## src/rtl/phy_tx_lane_sched_pkg.sv

```systemverilog
// rtl/phy_tx_lane_sched_pkg.sv - shared types and constants for the tx lane scheduler
package phy_tx_lane_sched_pkg;

  localparam int LANES  = 4;
  localparam int BYTE_W = 8;

  localparam logic [BYTE_W-1:0] COMMA_SYM = 8'hBC;
  localparam logic [BYTE_W-1:0] IDLE_SYM  = 8'h7C;

  typedef enum logic [1:0] {
    ST_RST    = 2'd0,
    ST_SYNC   = 2'd1,
    ST_ACTIVE = 2'd2
  } link_state_t;

endpackage

```

## src/rtl/phy_tx_lane_fifo.sv

```systemverilog
// rtl/phy_tx_lane_fifo.sv - per-lane synchronous FIFO with sticky overflow flag
// Show-ahead read port: o_rd_data is the head entry whenever the FIFO is non-empty.
module phy_tx_lane_fifo #(
  parameter int DEPTH = 4,
  parameter int WIDTH = 8
) (
  input  logic                     clk,
  input  logic                     rst_n,
  input  logic                     i_wr_en,
  input  logic [WIDTH-1:0]         i_wr_data,
  input  logic                     i_rd_en,
  output logic [WIDTH-1:0]         o_rd_data,
  output logic                     o_empty,
  output logic                     o_full,
  output logic [$clog2(DEPTH):0]   o_count,
  output logic                     o_overflow
);

  localparam int AW = $clog2(DEPTH);
  localparam int CW = AW + 1;

  logic [WIDTH-1:0] r_mem [DEPTH];
  logic [AW-1:0]    r_wr_ptr;
  logic [AW-1:0]    r_rd_ptr;
  logic [CW-1:0]    r_count;
  logic             r_overflow;

  logic w_empty;
  logic w_full;
  logic w_pop;
  logic w_push;

  assign w_empty = (r_count == '0);
  assign w_full  = (r_count == CW'(DEPTH));
  assign w_pop   = i_rd_en && !w_empty;
  // A pop frees the slot in the same cycle, so a full FIFO still accepts a write
  assign w_push  = i_wr_en && (!w_full || w_pop);

  always_ff @(posedge clk or negedge rst_n) begin
    if (!rst_n) begin
      r_wr_ptr   <= '0;
      r_rd_ptr   <= '0;
      r_count    <= '0;
      r_overflow <= 1'b0;
    end else begin
      if (w_push) r_wr_ptr <= r_wr_ptr + AW'(1);
      if (w_pop)  r_rd_ptr <= r_rd_ptr + AW'(1);
      case ({w_push, w_pop})
        2'b10:   r_count <= r_count + CW'(1);
        2'b01:   r_count <= r_count - CW'(1);
        default: r_count <= r_count;
      endcase
      if (i_wr_en && !w_push) r_overflow <= 1'b1;
    end
  end

  always_ff @(posedge clk) begin
    if (w_push) r_mem[r_wr_ptr] <= i_wr_data;
  end

  assign o_rd_data  = r_mem[r_rd_ptr];
  assign o_empty    = w_empty;
  assign o_full     = w_full;
  assign o_count    = r_count;
  assign o_overflow = r_overflow;

endmodule

```

## src/rtl/phy_tx_lane_sched.sv

```systemverilog
// rtl/phy_tx_lane_sched.sv - four-lane transmit scheduler: comma sync then round-robin byte stream
// Link stays in SYNC emitting commas until the receiver reports lock for SYNC_COUNT cycles.
module phy_tx_lane_sched
  import phy_tx_lane_sched_pkg::*;
#(
  parameter int                FIFO_DEPTH = 4,
  parameter int                SYNC_COUNT = 4,
  parameter logic [BYTE_W-1:0] COMMA      = COMMA_SYM,
  parameter logic [BYTE_W-1:0] IDLE       = IDLE_SYM
) (
  input  logic                      clk,
  input  logic                      rst_n,
  input  logic [LANES*BYTE_W-1:0]   i_data,
  input  logic [LANES-1:0]          i_valid,
  input  logic                      i_recirculacion,
  output logic [LANES-1:0]          o_pause,
  output logic [LANES-1:0]          o_overflow,
  output logic [BYTE_W-1:0]         o_data,
  output logic                      o_valid,
  output logic [$clog2(LANES)-1:0]  o_lane_id,
  output logic [1:0]                o_link_state
);

  localparam int LW    = $clog2(LANES);
  localparam int CW    = $clog2(FIFO_DEPTH) + 1;
  localparam int CNT_W = $clog2(SYNC_COUNT + 1);

  link_state_t        r_state;
  logic [CNT_W-1:0]   r_sync_cnt;
  logic [LW-1:0]      r_rr;
  logic [BYTE_W-1:0]  r_data;
  logic               r_valid;
  logic [LW-1:0]      r_lane_id;

  logic [BYTE_W-1:0]  w_rd_data [LANES];
  logic [CW-1:0]      w_count   [LANES];
  logic [LANES-1:0]   w_empty;
  logic [LANES-1:0]   w_full;
  logic [LANES-1:0]   w_rd_en;
  logic               w_grant;
  logic [LW-1:0]      w_win;
  logic [LW-1:0]      w_idx;
  logic               w_pop_ok;

  genvar g;
  generate
    for (g = 0; g < LANES; g++) begin : g_lane
      phy_tx_lane_fifo #(
        .DEPTH (FIFO_DEPTH),
        .WIDTH (BYTE_W)
      ) u_fifo (
        .clk        (clk),
        .rst_n      (rst_n),
        .i_wr_en    (i_valid[g]),
        .i_wr_data  (i_data[g*BYTE_W +: BYTE_W]),
        .i_rd_en    (w_rd_en[g]),
        .o_rd_data  (w_rd_data[g]),
        .o_empty    (w_empty[g]),
        .o_full     (w_full[g]),
        .o_count    (w_count[g]),
        .o_overflow (o_overflow[g])
      );

      assign w_rd_en[g] = w_pop_ok && (w_win == LW'(g));
      assign o_pause[g] = w_full[g] || (w_count[g] == CW'(FIFO_DEPTH - 1));
    end
  endgenerate

  // First non-empty lane after the last winner, wrapping back to the last winner itself
  always_comb begin
    w_grant = 1'b0;
    w_win   = r_rr;
    w_idx   = r_rr;
    for (int k = 1; k <= LANES; k++) begin
      w_idx = r_rr + LW'(k);
      if (!w_grant && !w_empty[w_idx]) begin
        w_grant = 1'b1;
        w_win   = w_idx;
      end
    end
  end

  assign w_pop_ok = (r_state == ST_ACTIVE) && !i_recirculacion && w_grant;

  always_ff @(posedge clk or negedge rst_n) begin
    if (!rst_n) begin
      r_state    <= ST_RST;
      r_sync_cnt <= '0;
      r_rr       <= LW'(LANES - 1);
      r_data     <= COMMA;
      r_valid    <= 1'b0;
      r_lane_id  <= '0;
    end else begin
      case (r_state)
        ST_RST: begin
          r_state <= ST_SYNC;
          r_data  <= COMMA;
          r_valid <= 1'b0;
        end
        ST_SYNC: begin
          r_data  <= COMMA;
          r_valid <= 1'b0;
          if (i_recirculacion) begin
            r_sync_cnt <= '0;
          end else if (r_sync_cnt == CNT_W'(SYNC_COUNT - 1)) begin
            r_state    <= ST_ACTIVE;
            r_sync_cnt <= '0;
          end else begin
            r_sync_cnt <= r_sync_cnt + CNT_W'(1);
          end
        end
        ST_ACTIVE: begin
          if (i_recirculacion) begin
            r_state    <= ST_SYNC;
            r_sync_cnt <= '0;
            r_data     <= COMMA;
            r_valid    <= 1'b0;
          end else if (w_grant) begin
            r_data    <= w_rd_data[w_win];
            r_valid   <= 1'b1;
            r_lane_id <= w_win;
            r_rr      <= w_win;
          end else begin
            r_data  <= IDLE;
            r_valid <= 1'b0;
          end
        end
        default: r_state <= ST_RST;
      endcase
    end
  end

  assign o_data       = r_data;
  assign o_valid      = r_valid;
  assign o_lane_id    = r_lane_id;
  assign o_link_state = r_state;

endmodule

```

## config.mk

```make
export PLATFORM = sky130hd
export DESIGN_NAME = phy_tx_lane_sched
export DESIGN_NICKNAME = d
export VERILOG_FILES = /design/src/rtl/phy_tx_lane_sched_pkg.sv /design/src/rtl/phy_tx_lane_fifo.sv /design/src/rtl/phy_tx_lane_sched.sv
export SDC_FILE = /design/constraint.sdc
export NUM_CORES = 1
export LEC_CHECK = 0
export BUFFER_PORTS_ARGS = -buffer_cell sky130_fd_sc_hd__buf_2
export CAP_MARGIN = 25
export CORE_ASPECT_RATIO = 1.5
export CORE_MARGIN = 8
export CORE_UTILIZATION = 50
export DETAILED_ROUTE_END_ITERATION = 8
export PLACE_DENSITY = 0.64
export SLEW_MARGIN = 20
export SYNTH_ARGS = -nofsm -noshare
export SYNTH_HDL_FRONTEND = slang
export SYNTH_SLANG_ARGS = --single-unit
```

## constraint.sdc

```tcl
create_clock -name clk -period 8.6 [get_ports clk]
set_input_delay 0.86 -clock clk [delete_from_list [all_inputs] [get_ports clk]]
set_output_delay 0.86 -clock clk [all_outputs]
set_load 0.01 [all_outputs]
```

# ---- Yosys cells after proc, flatten, opt, wreduce, memory -nomap -nowiden
# Memories as Yosys holds them, arrays and structs flattened.
# Index checks and enable logic that the tools add are counted.
dict set report totals {
  ff_bits 50
  latch_bits 0
  ram_bits 128
  mem_bits_ro 0
  inputBits 39
  output_inout_bits 21
  word_cells 186
  mem_count 4
}
# memory depth word_bits read_ports rd_clocked_by_memory_dff write_ports line_no
set memory_table {}
lappend memory_table {{g_lane[0].u_fifo.r_mem} 4 8 1 0 1 phy_tx_lane_fifo.sv:22} ;# logic [WIDTH-1:0] r_mem [DEPTH];
lappend memory_table {{g_lane[1].u_fifo.r_mem} 4 8 1 0 1 phy_tx_lane_fifo.sv:22}
lappend memory_table {{g_lane[2].u_fifo.r_mem} 4 8 1 0 1 phy_tx_lane_fifo.sv:22}
lappend memory_table {{g_lane[3].u_fifo.r_mem} 4 8 1 0 1 phy_tx_lane_fifo.sv:22}
dict set report op_classes {
  addsub 20
  n_mul 0
  div_mod_pow 0
  order_cmp 5
  n_eq_ne 25
  shifts 0
  muxes 45
  bitwise 2
  n_reduce_logical 63
}
# operator n
set op_table {}
lappend op_table {{8-bit two-way mux} 4}
lappend op_table {{3-bit one-hot mux with 2 select lines} 5}
lappend op_table {{1-bit logical AND} 21}
lappend op_table {{2-bit by 1-bit adder with 2-bit output, second input constant} 9}
lappend op_table {{1-bit logical NOT} 18}
lappend op_table {{1-bit two-way mux} 18}
lappend op_table {{8-bit binary-select mux with 2-bit select} 1}
lappend op_table {{8-bit one-hot mux with 2 select lines} 1}
lappend op_table {{3-bit by 1-bit adder with 3-bit output, second input constant} 5}
lappend op_table {{3-bit by 2-bit equality test with 1-bit output, second input constant} 5}
lappend op_table {{2-bit equality test, second input constant} 7}
lappend op_table {{2-bit two-way mux} 7}
lappend op_table {{2-bit by 1-bit equality test with 1-bit output, second input constant} 6}
lappend op_table {{3-bit equality test, second input constant} 4}
lappend op_table {{3-bit logical NOT} 4}
lappend op_table {{2-bit by 3-bit less-than comparator with 1-bit output, second input constant} 4}
lappend op_table {{2-bit nonzero test} 6}
lappend op_table {{3-bit by 1-bit subtractor with 3-bit output, second input constant} 4}
lappend op_table {{3-bit two-way mux} 3}
lappend op_table {{1-bit binary-select mux with 2-bit select} 4}
lappend op_table {{1-bit logical OR} 8}
lappend op_table {{2-bit != test, second input constant} 3}
lappend op_table {{2-bit one-hot mux with 3 select lines} 1}
lappend op_table {{3-bit AND reduction} 2}
lappend op_table {{other kinds (8)} 10}

# ---- Depth between registers and ports, before layout
# Gate-level depths: netlist of run 1.
dict set report depth {
  ltp_word 19
  ltp_mapped 10
  depth_no_buf 9
}

# ---- By module
# Synthesis of run 1 repeated with hierarchy kept, for this count alone.
dict set report hier_totals {
  hier_cells 509
  hier_area_um2 8030.2
}
# module instances cells_each area_each_um2 seq_area_each_um2
set by_module_without_submodules {}
lappend by_module_without_submodules {{phy_tx_lane_fifo (g_lane[0].u_fifo ...)} 3 94 1701.6 1161.1}
lappend by_module_without_submodules {{phy_tx_lane_fifo (g_lane[3].u_fifo)} 1 92 1690.4 1161.1}
lappend by_module_without_submodules {phy_tx_lane_sched 1 135 1234.9 459.2}

# ---- Least setup slack after synthesis of run 1
# No wires, ideal clock.
dict set report synth_timing {
  kind {input to register}
  from {in i_recirculacion}
  to {reg g_lane[2].u_fifo.r_count[2]}
  setup_time_ps 125
  arrival_ps 2866
  t_required_ps 8475
  path_slack_ps 5609
  stages 7
  path_buffers 0
  path_cell_list {nor3b_2 > o41ai_4 > nor4_4 > nand3_1 > fa_1 > o32a_1 > mux2_2}
}
dict set report synth_via {
  elab_chain_cells 9
  elab_cells_between_ends 11
  classes_between {eq/ne (2); mux (1); reduce/logical (8)}
}
# item line_no
set synth_lines {}
lappend synth_lines {{start: declaration} phy_tx_lane_sched.sv:15} ;# input logic i_recirculacion,
lappend synth_lines {{1-bit logical NOT *} phy_tx_lane_sched.sv:83} ;# assign w_pop_ok = (r_state == ST_ACTIVE) && !i_recirculacion && w_grant;
lappend synth_lines {{1-bit logical AND * (2 in a row)} phy_tx_lane_sched.sv:83}
lappend synth_lines {{1-bit logical AND *} phy_tx_lane_sched.sv:64} ;# assign w_rd_en[g] = w_pop_ok && (w_win == LW'(g));
lappend synth_lines {{1-bit logical AND *} phy_tx_lane_fifo.sv:35} ;# assign w_pop = i_rd_en && !w_empty;
lappend synth_lines {{1-bit logical OR} phy_tx_lane_fifo.sv:37} ;# assign w_push = i_wr_en && (!w_full || w_pop);
lappend synth_lines {{1-bit logical AND} phy_tx_lane_fifo.sv:37}
lappend synth_lines {{2-bit by 1-bit equality test with 1-bit output / 2-bit equality test (equally long branches)} phy_tx_lane_fifo.sv:48} ;# case ({w_push, w_pop})
lappend synth_lines {{3-bit one-hot mux with 2 select lines / 2-bit nonzero test (equally long branches)} --}
lappend synth_lines {{end signal: assignment} phy_tx_lane_fifo.sv:49} ;# 2'b10: r_count <= r_count + CW'(1);
lappend synth_lines {{end signal: assignment} phy_tx_lane_fifo.sv:50} ;# 2'b01: r_count <= r_count - CW'(1);
lappend synth_lines {{end signal: assignment} phy_tx_lane_fifo.sv:51} ;# default: r_count <= r_count;
lappend synth_lines {{end: declaration} phy_tx_lane_fifo.sv:25} ;# logic [CW-1:0] r_count;
# Mark *: on every way between the ends. The rest lies on a longest branch, timed or not.
# A chain may end at the register's enable or synchronous reset.

# ---- Worst setup path in the final report of run 1
dict set report layout_timing {
  from {reg g_lane[0].u_fifo.r_count[2]}
  to {reg g_lane[2].u_fifo.r_count[2]}
}
dict set report layout_via {
  elab_chain_cells 19
  elab_cells_between_ends 35
  classes_between {eq/ne (3); mux (17); reduce/logical (15)}
}
# item line_no
set layout_lines {}
lappend layout_lines {{start: declaration} phy_tx_lane_fifo.sv:25}
lappend layout_lines {{start signal: assignment} phy_tx_lane_fifo.sv:49}
lappend layout_lines {{start signal: assignment} phy_tx_lane_fifo.sv:50}
lappend layout_lines {{start signal: assignment} phy_tx_lane_fifo.sv:51}
lappend layout_lines {{3-bit logical NOT *} phy_tx_lane_fifo.sv:33} ;# assign w_empty = (r_count == '0);
lappend layout_lines {{1-bit binary-select mux with 2-bit select} phy_tx_lane_sched.sv:76} ;# if (!w_grant && !w_empty[w_idx]) begin
lappend layout_lines {{1-bit two-way mux (not written as such)} phy_tx_lane_sched.sv:76}
lappend layout_lines {{1-bit logical NOT} phy_tx_lane_sched.sv:76}
lappend layout_lines {{1-bit logical AND} phy_tx_lane_sched.sv:76}
lappend layout_lines {{1-bit two-way mux} phy_tx_lane_sched.sv:76}
lappend layout_lines {{1-bit logical NOT} phy_tx_lane_sched.sv:76}
lappend layout_lines {{1-bit logical AND} phy_tx_lane_sched.sv:76}
lappend layout_lines {{[... 3 more ...]} --}
lappend layout_lines {{2-bit two-way mux / 1-bit two-way mux (equally long branches)} phy_tx_lane_sched.sv:76}
lappend layout_lines {{2-bit equality test / 1-bit logical AND (equally long branches)} {phy_tx_lane_sched.sv:64, phy_tx_lane_sched.sv:83}}
lappend layout_lines {{1-bit logical AND *} phy_tx_lane_sched.sv:64}
lappend layout_lines {{1-bit logical AND *} phy_tx_lane_fifo.sv:35}
lappend layout_lines {{1-bit logical OR} phy_tx_lane_fifo.sv:37}
lappend layout_lines {{1-bit logical AND} phy_tx_lane_fifo.sv:37}
lappend layout_lines {{2-bit by 1-bit equality test with 1-bit output / 2-bit equality test (equally long branches)} phy_tx_lane_fifo.sv:48}
lappend layout_lines {{3-bit one-hot mux with 2 select lines / 2-bit nonzero test (equally long branches)} --}
# Mark *: on every way between the ends. The rest lies on a longest branch, timed or not. The select of a mux whose other input is x is not followed.

==> impl_metrics.toml, run 1 <==
[global_routing]
grt_util_all_layers_pct = 16.00
grt.overflow.total = 0
grt_pass1_wl_um = 24100
grt_pass1_vias = 4601
grt_max_degree = 51
antenna_found_initial = 0

[logic_synthesis]
synthArstFlopShare_pct = 28.09
syn_inst = 484
synth_area_leader_cell = "edfxtp_1"
synth_edf_count = 128
ys_ff_latch = 178
syn_avg_cell_area_um2 = 16.12
yosysTopAreaCellShare_pct = 49.27
ys_types = 60
synthTopCellsByArea = "edfxtp_1 (49%), dfrtp_1 (14%), mux4_2 (9.2%)"
ys_seq_area_share_pct = 65.42
synth_warnings = 0
syn_nets = 544
netlist_area_um2 = 7801
synth_flop_cell = "edfxtp_1"

[worst_setup_path]
end_kind = "flip-flop"
timing.rr.end = "g_lane[2].u_fifo.o_count[2]$_DFFE_PN0P_"
cp_max_fo = 13
ff2ff_path_depth = 7
r2r_start = "g_lane[0].u_fifo.o_count[2]$_DFFE_PN0P_"
cp_cell_sequence = "or3_1 > a21oi_1 > o21a_1 > nand3_1 > fa_1 > o32a_1 > mux2_2"
cpMaxStageDelayCell = "o21a_1"
critPathArrivalTime_ps = 3420
startpoint_type = "flip-flop"
crit_start = "g_lane[0].u_fifo.o_count[2]$_DFFE_PN0P_"
slowest_delay_ps = 510
cp.required_ps = 8900
cp_num_buf_inv = 0
crit_cells = 7
timing.critical_path.to = "g_lane[2].u_fifo.o_count[2]$_DFFE_PN0P_"
r2r_slack_ps = 5490
path_class = "flip-flop to flip-flop"
worst_path_dominant_cell_family = "compound AO/OA/AOI/OAI gates"

[run_status]
status = "completed"

[die]
initial_core_util_pct = 50.38
core_area_um2 = 15480
die_h_um = 169.0
ioPinCount = 60
rows = 56
die_x_um = 118.0
die-area_um2 = 19940

[sta]
hold_viol = 0
skew_ps = 9.636
drv_slew = 0
slew_headroom_pct = 54.70
finalCritPeriodShare_pct = 36.21
worst_pin_slew_ps = 679.5
setup_viol = 0
tns_ps = 0
fmaxAchievable_mhz = 321.1
rsz0062_at_grt = "no"
fin_crit_ps = 3114

[cells_and_area]
diodes = 0
fillCellCount = 1207
multi_input_area_um2 = 2519
area_delta_synth_final_pct = 13.74
stdcell_count = 762
drive_gt1_share_pct = 27.91
seq_area_um2 = 5104
utilization_pct = 57.30
nets = 606

[clock_tree]
cts_root_buf = "clkbuf_16"
worstSkewPairLatency_ps = 420
cts_tree = "yes"
cts.sinks = 178
ctsResizeCount = 0
clk_pin_slew_ps = 70
hold_buffers = 0
cts_htree_levels = 4
cts_setup_buffers = 0
clockBufferDepth = 2
cts_buffers = 17

[drt]
vias = 4199
drc = 0
routed_via_density = 5.510
routed_wl_um = 15180
drt_iter0_markers = 182
ant_nets = 0
wl_per_cell_um = 19.92
first_pass_iters = 4

[placement]
dp_hpwl_um = 11220
gp_congestion = 0.8001
io_buffer_count = 59
placed_cells = 730

[pwr]
powerDensity_nw_per_um2 = 290.5
total_power_mw = 2.578
vdd_ir_drop_max_uv = 169.1
power_leakage_nw = 3.262

[flow_run]
cap_viol_max_count = 0

[hold_path]
hp-class = "flip-flop to flip-flop"
Yosys cell counts, types with 9 or more instances:
master and number:
dfrtp_1 43, edfxtp_1 128, mux4_2 32, o21a_1 9, inv_1 24, nor2_1 10, nand2_1 35, ha_1 17
xnor2_1 13, mux2i_1 13, and2_1 22
worst min path at each step:
stage / startpoint / endpoint / depth (start not counted)
after floorplan: g_lane[3].u_fifo.o_overflow$_DFFE_PN0P_ / g_lane[3].u_fifo.o_overflow$_DFFE_PN0P_ / 2
after global placement: g_lane[1].u_fifo.o_overflow$_DFFE_PN0P_ / g_lane[1].u_fifo.o_overflow$_DFFE_PN0P_ / 1
after detailed placement: g_lane[2].u_fifo.o_overflow$_DFFE_PN0P_ / g_lane[2].u_fifo.o_overflow$_DFFE_PN0P_ / 1
after CTS: g_lane[1].u_fifo.o_overflow$_DFFE_PN0P_ / g_lane[1].u_fifo.o_overflow$_DFFE_PN0P_ / 1
after global routing: g_lane[2].u_fifo.o_overflow$_DFFE_PN0P_ / g_lane[2].u_fifo.o_overflow$_DFFE_PN0P_ / 1
final: g_lane[1].u_fifo.o_overflow$_DFFE_PN0P_ / g_lane[1].u_fifo.o_overflow$_DFFE_PN0P_ / 1
through the flow:
stage               cell area, µm²  worst slack (ps)  hold WS [ps]
floorplan                     7801              5609         437.3
global placement              8277              5221         455.1
detailed placement            8277              5148         466.9
CTS                           8874              5450         484.0
global route                  8874              5283         500.8
finish                        8874              5486         478.1
where the power goes:
part	internal (mW)	leakage [nW]	total, mW	switching [mW]
clock network	0.413	0.292	0.763	0.349
registers	1.11	1.77	1.21	0.103
logic	0.239	1.20	0.601	0.363
layout make-up:
cell class | instances | share of cell area [%]
clock inverters | 15 | 1.932
multi-input cells | 264 | 28.38
clock buffers | 17 | 4.794
flip-flops and latches | 178 | 57.52
repair buffers | 61 | 3.497
inverters | 24 | 1.015
well taps | 203 | 2.862
metal layers:
metal | track usage, % | vias up | wire, µm
li1 | - | 1958 | -
met1 | 17.53 | 2129 | 6123
met2 | 28.28 | 81 | 8051
met3 | 3.735 | 31 | 461
met4 | 8.613 | 0 | 541
met5 | 0 | - | 0
placed cells by master, fill, tap and decap left out, types with 8 or more instances in the layout:
| cell type | instances |
|---|---|
| nor2_1 | 10 |
| buf_2 | 59 |
| mux2i_1 | 13 |
| ha_1 | 17 |
| nand2_1 | 35 |
| inv_1 | 24 |
| dfrtp_1 | 43 |
| mux4_2 | 32 |
| clkbuf_16 | 17 |
| edfxtp_1 | 128 |
| mux2_2 | 8 |
| xnor2_1 | 13 |
| o21a_1 | 9 |
| nand3_1 | 8 |
| and2_1 | 22 |
kinds of logic after synthesis:
family          Yosys count  synth area share [%]
fa+ha+maj                21                 3.753
mux                      57                 12.64
buf+inv                  42                 2.293
flops                   178                 65.42
xor+xnor                 14                 1.572
compound gates           61                 6.015
simple gates            111                 8.308
registers in the layout, indices dropped and copies added (netlist names):
| name | flops |
|---|---|
| g_lane.u_fifo.o_overflow | 4 |
| r_rr | 2 |
| o_link_state | 2 |
| g_lane.u_fifo.o_count | 12 |
| g_lane.u_fifo.r_wr_ptr | 8 |
| o_data | 8 |
| o_valid | 1 |
| g_lane.u_fifo.r_rd_ptr | 8 |
| g_lane.u_fifo.r_mem | 128 |
| o_lane_id | 2 |
| r_sync_cnt | 3 |
Note: power is estimated with default switching activity, not from simulation.
==> run 2: changes to the inputs <==
- clock period: 8.6 -> 2.95 ns (I/O delays scaled with it)
==> impl_metrics.toml, run 2 (synthesis gave the netlist of run 1 again) <==
[cells_and_area]
multi_input_area_um2 = 2526
utilization_pct = 58.00
area_delta_synth_final_pct = 15.12
fillCellCount = 1252
regMostFlops = "g_lane.u_fifo.r_mem"
final_cell_mix = "edfxtp_1 (128), buf_2 (59), dfrtp_1 (43)"
final_area_um2 = 8981
nets = 619
seq_area_um2 = 5104
layout_commonest_cell = "edfxtp_1"
drive_gt1_share_pct = 29.55
diodes = 0
largest_reg_flops = 128
stdcell_count = 775

[clock_tree]
cts.sinks = 178
cts_tree = "yes"
worstSkewPairLatency_ps = 430
clockBufferDepth = 2
clk_pin_slew_ps = 80
cts_buffers = 17
cts_root_buf = "clkbuf_16"
cts_htree_levels = 4
cts_setup_buffers = 0

[die]
ioPinCount = 60
die-area_um2 = 19940
core_area_um2 = 15480
rows = 56
initial_core_util_pct = 50.38
die_x_um = 118.0
die_h_um = 169.0

[hold_path]
hp-class = "input port to flip-flop"
hold_path_depth = 1

[worst_setup_path]
critPathArrivalTime_ps = 3150
cp_max_fo = 9
end_kind = "flip-flop"
ff2ff_path_depth = 8
path_class = "flip-flop to flip-flop"
r2r_slack_ps = 140
cp.required_ps = 3290
cp_cell_sequence = "o31a_1 > o21a_1 > nor3_4 > nand4_1 > fa_1 > nand2b_1 > mux2_2 > mux2i_1"
startpoint_type = "flip-flop"
cpMaxStageDelayCell = "dfrtp_1"
slowest_delay_ps = 460

[global_routing]
grt_pass1_wl_um = 24670
grt_max_degree = 32
grt_use_met1_pct = 18.69
grt.overflow.total = 0
use_met3_pct = 3.401
antenna_found_initial = 0
met2_usage_pct = 28.55
grt_pass1_vias = 4628
grt_util_all_layers_pct = 16.16
busiest_layer = "met2"

[run_status]
status = "completed"

[placement]
dpl_cell_area_um2 = 8367
dp_hpwl_um = 11320
io_buffer_count = 59
gp_congestion = 0.8482
placed_cells = 742

[sta]
fmaxAchievable_mhz = 355.7
drv_slew = 0
fin_crit_ps = 2811
hold_viol = 0
tns_ps = 0
skew_ps = 10.93
setup_viol = 0
worst_pin_slew_ps = 628.8
slew_headroom_pct = 58.08
rsz0062_at_grt = "no"
hold_slack_ps = 80.65
finalCritPeriodShare_pct = 95.30

[drt]
ant_nets = 0
routed_via_density = 5.524
wl_per_cell_um = 19.83
drt_iter0_markers = 214
routed_wl_um = 15370
first_pass_iters = 4
vias = 4281
drc = 0

[pwr]
powerDensity_nw_per_um2 = 839.9
vdd_ir_drop_max_uv = 417.0
power_leakage_nw = 3.310

[flow_run]
cap_viol_max_count = 0
==> run 2: cell count changes in the layout (fill, tap and decap cells not counted), moves of 2 or more <==
cell / delta
clkinv_4: -2
inv_6: -2
buf_4: +12
clkinvlp_4: +4
==> run 2: layout make-up <==
| type | count | area share [%] |
|---|---|---|
| Clock buffer | 17 | 4.737 |
| Clock inverter | 15 | 1.909 |
| Inverter | 24 | 1.003 |
| Multi-Input combinational cell | 264 | 28.13 |
| Sequential cell | 178 | 56.83 |
| Tap cell | 203 | 2.828 |
| Timing Repair Buffer | 74 | 4.570 |
==> run 2: report_power, final <==
part,internal (mW),switching [mW],leakage [nW]
sequential,3.24,0.290,1.77
clock,1.14,1.06,0.276
combinational,0.743,1.07,1.26
total,5.12,2.42,3.31
==> run 2: worst paths after layout <==
check	startpoint	end
hold reg to reg	o_valid$_DFFE_PN0P_	o_valid$_DFFE_PN0P_
setup / recovery	g_lane[1].u_fifo.o_count[2]$_DFFE_PN0P_	g_lane[0].u_fifo.o_count[2]$_DFFE_PN0P_
min in group asynchronous	rst_n	g_lane[3].u_fifo.r_wr_ptr[0]$_DFFE_PN0P_
hold / removal	i_data[23]	g_lane[2].u_fifo.r_mem[3][7]$_DFFE_PP_
max in group asynchronous	rst_n	r_rr[0]$_DFFE_PN1P_
setup reg to reg	g_lane[1].u_fifo.o_count[2]$_DFFE_PN0P_	g_lane[0].u_fifo.o_count[2]$_DFFE_PN0P_
==> run 2: timing repair <==
item,in CTS,in global routing
hold buffers,1,0
endpoints found under the setup margin,0,55
endpoints found under the hold margin,14,0
gates resized for setup,0,1
==> run 2: metrics by stage <==
| step | total power [mW] | worst slack (ps) |
|---|---|---|
| 6_report | 7.544 | 138.7 |
| 5_1_grt | 7.955 | 4.847 |
| 4_1_cts | 7.617 | 73.94 |
| 3_5_place_dp | 5.404 | 143.9 |
| 3_3_place_gp | 5.309 | 248.4 |
| 2_1_floorplan | 4.776 | 211.6 |
==> run 2: critical path: cells and delay by family (launching register included) <==
family                   cells  cell delay [ps]
AND/OR/NAND/NOR              3              840
AO/OA/AOI/OAI                2              570
flip-flops                   1              460
adder cells (fa/ha/maj)      1              460
multiplexers                 2              400
==> run 2: metal layers <==
layer  vias to the layer above  part of all wire, %
met4                         0                  2.3
met2                        98                   54
met1                      2170                   40
li1                       1992                    -
met5                         -                    0
met3                        21                  3.4
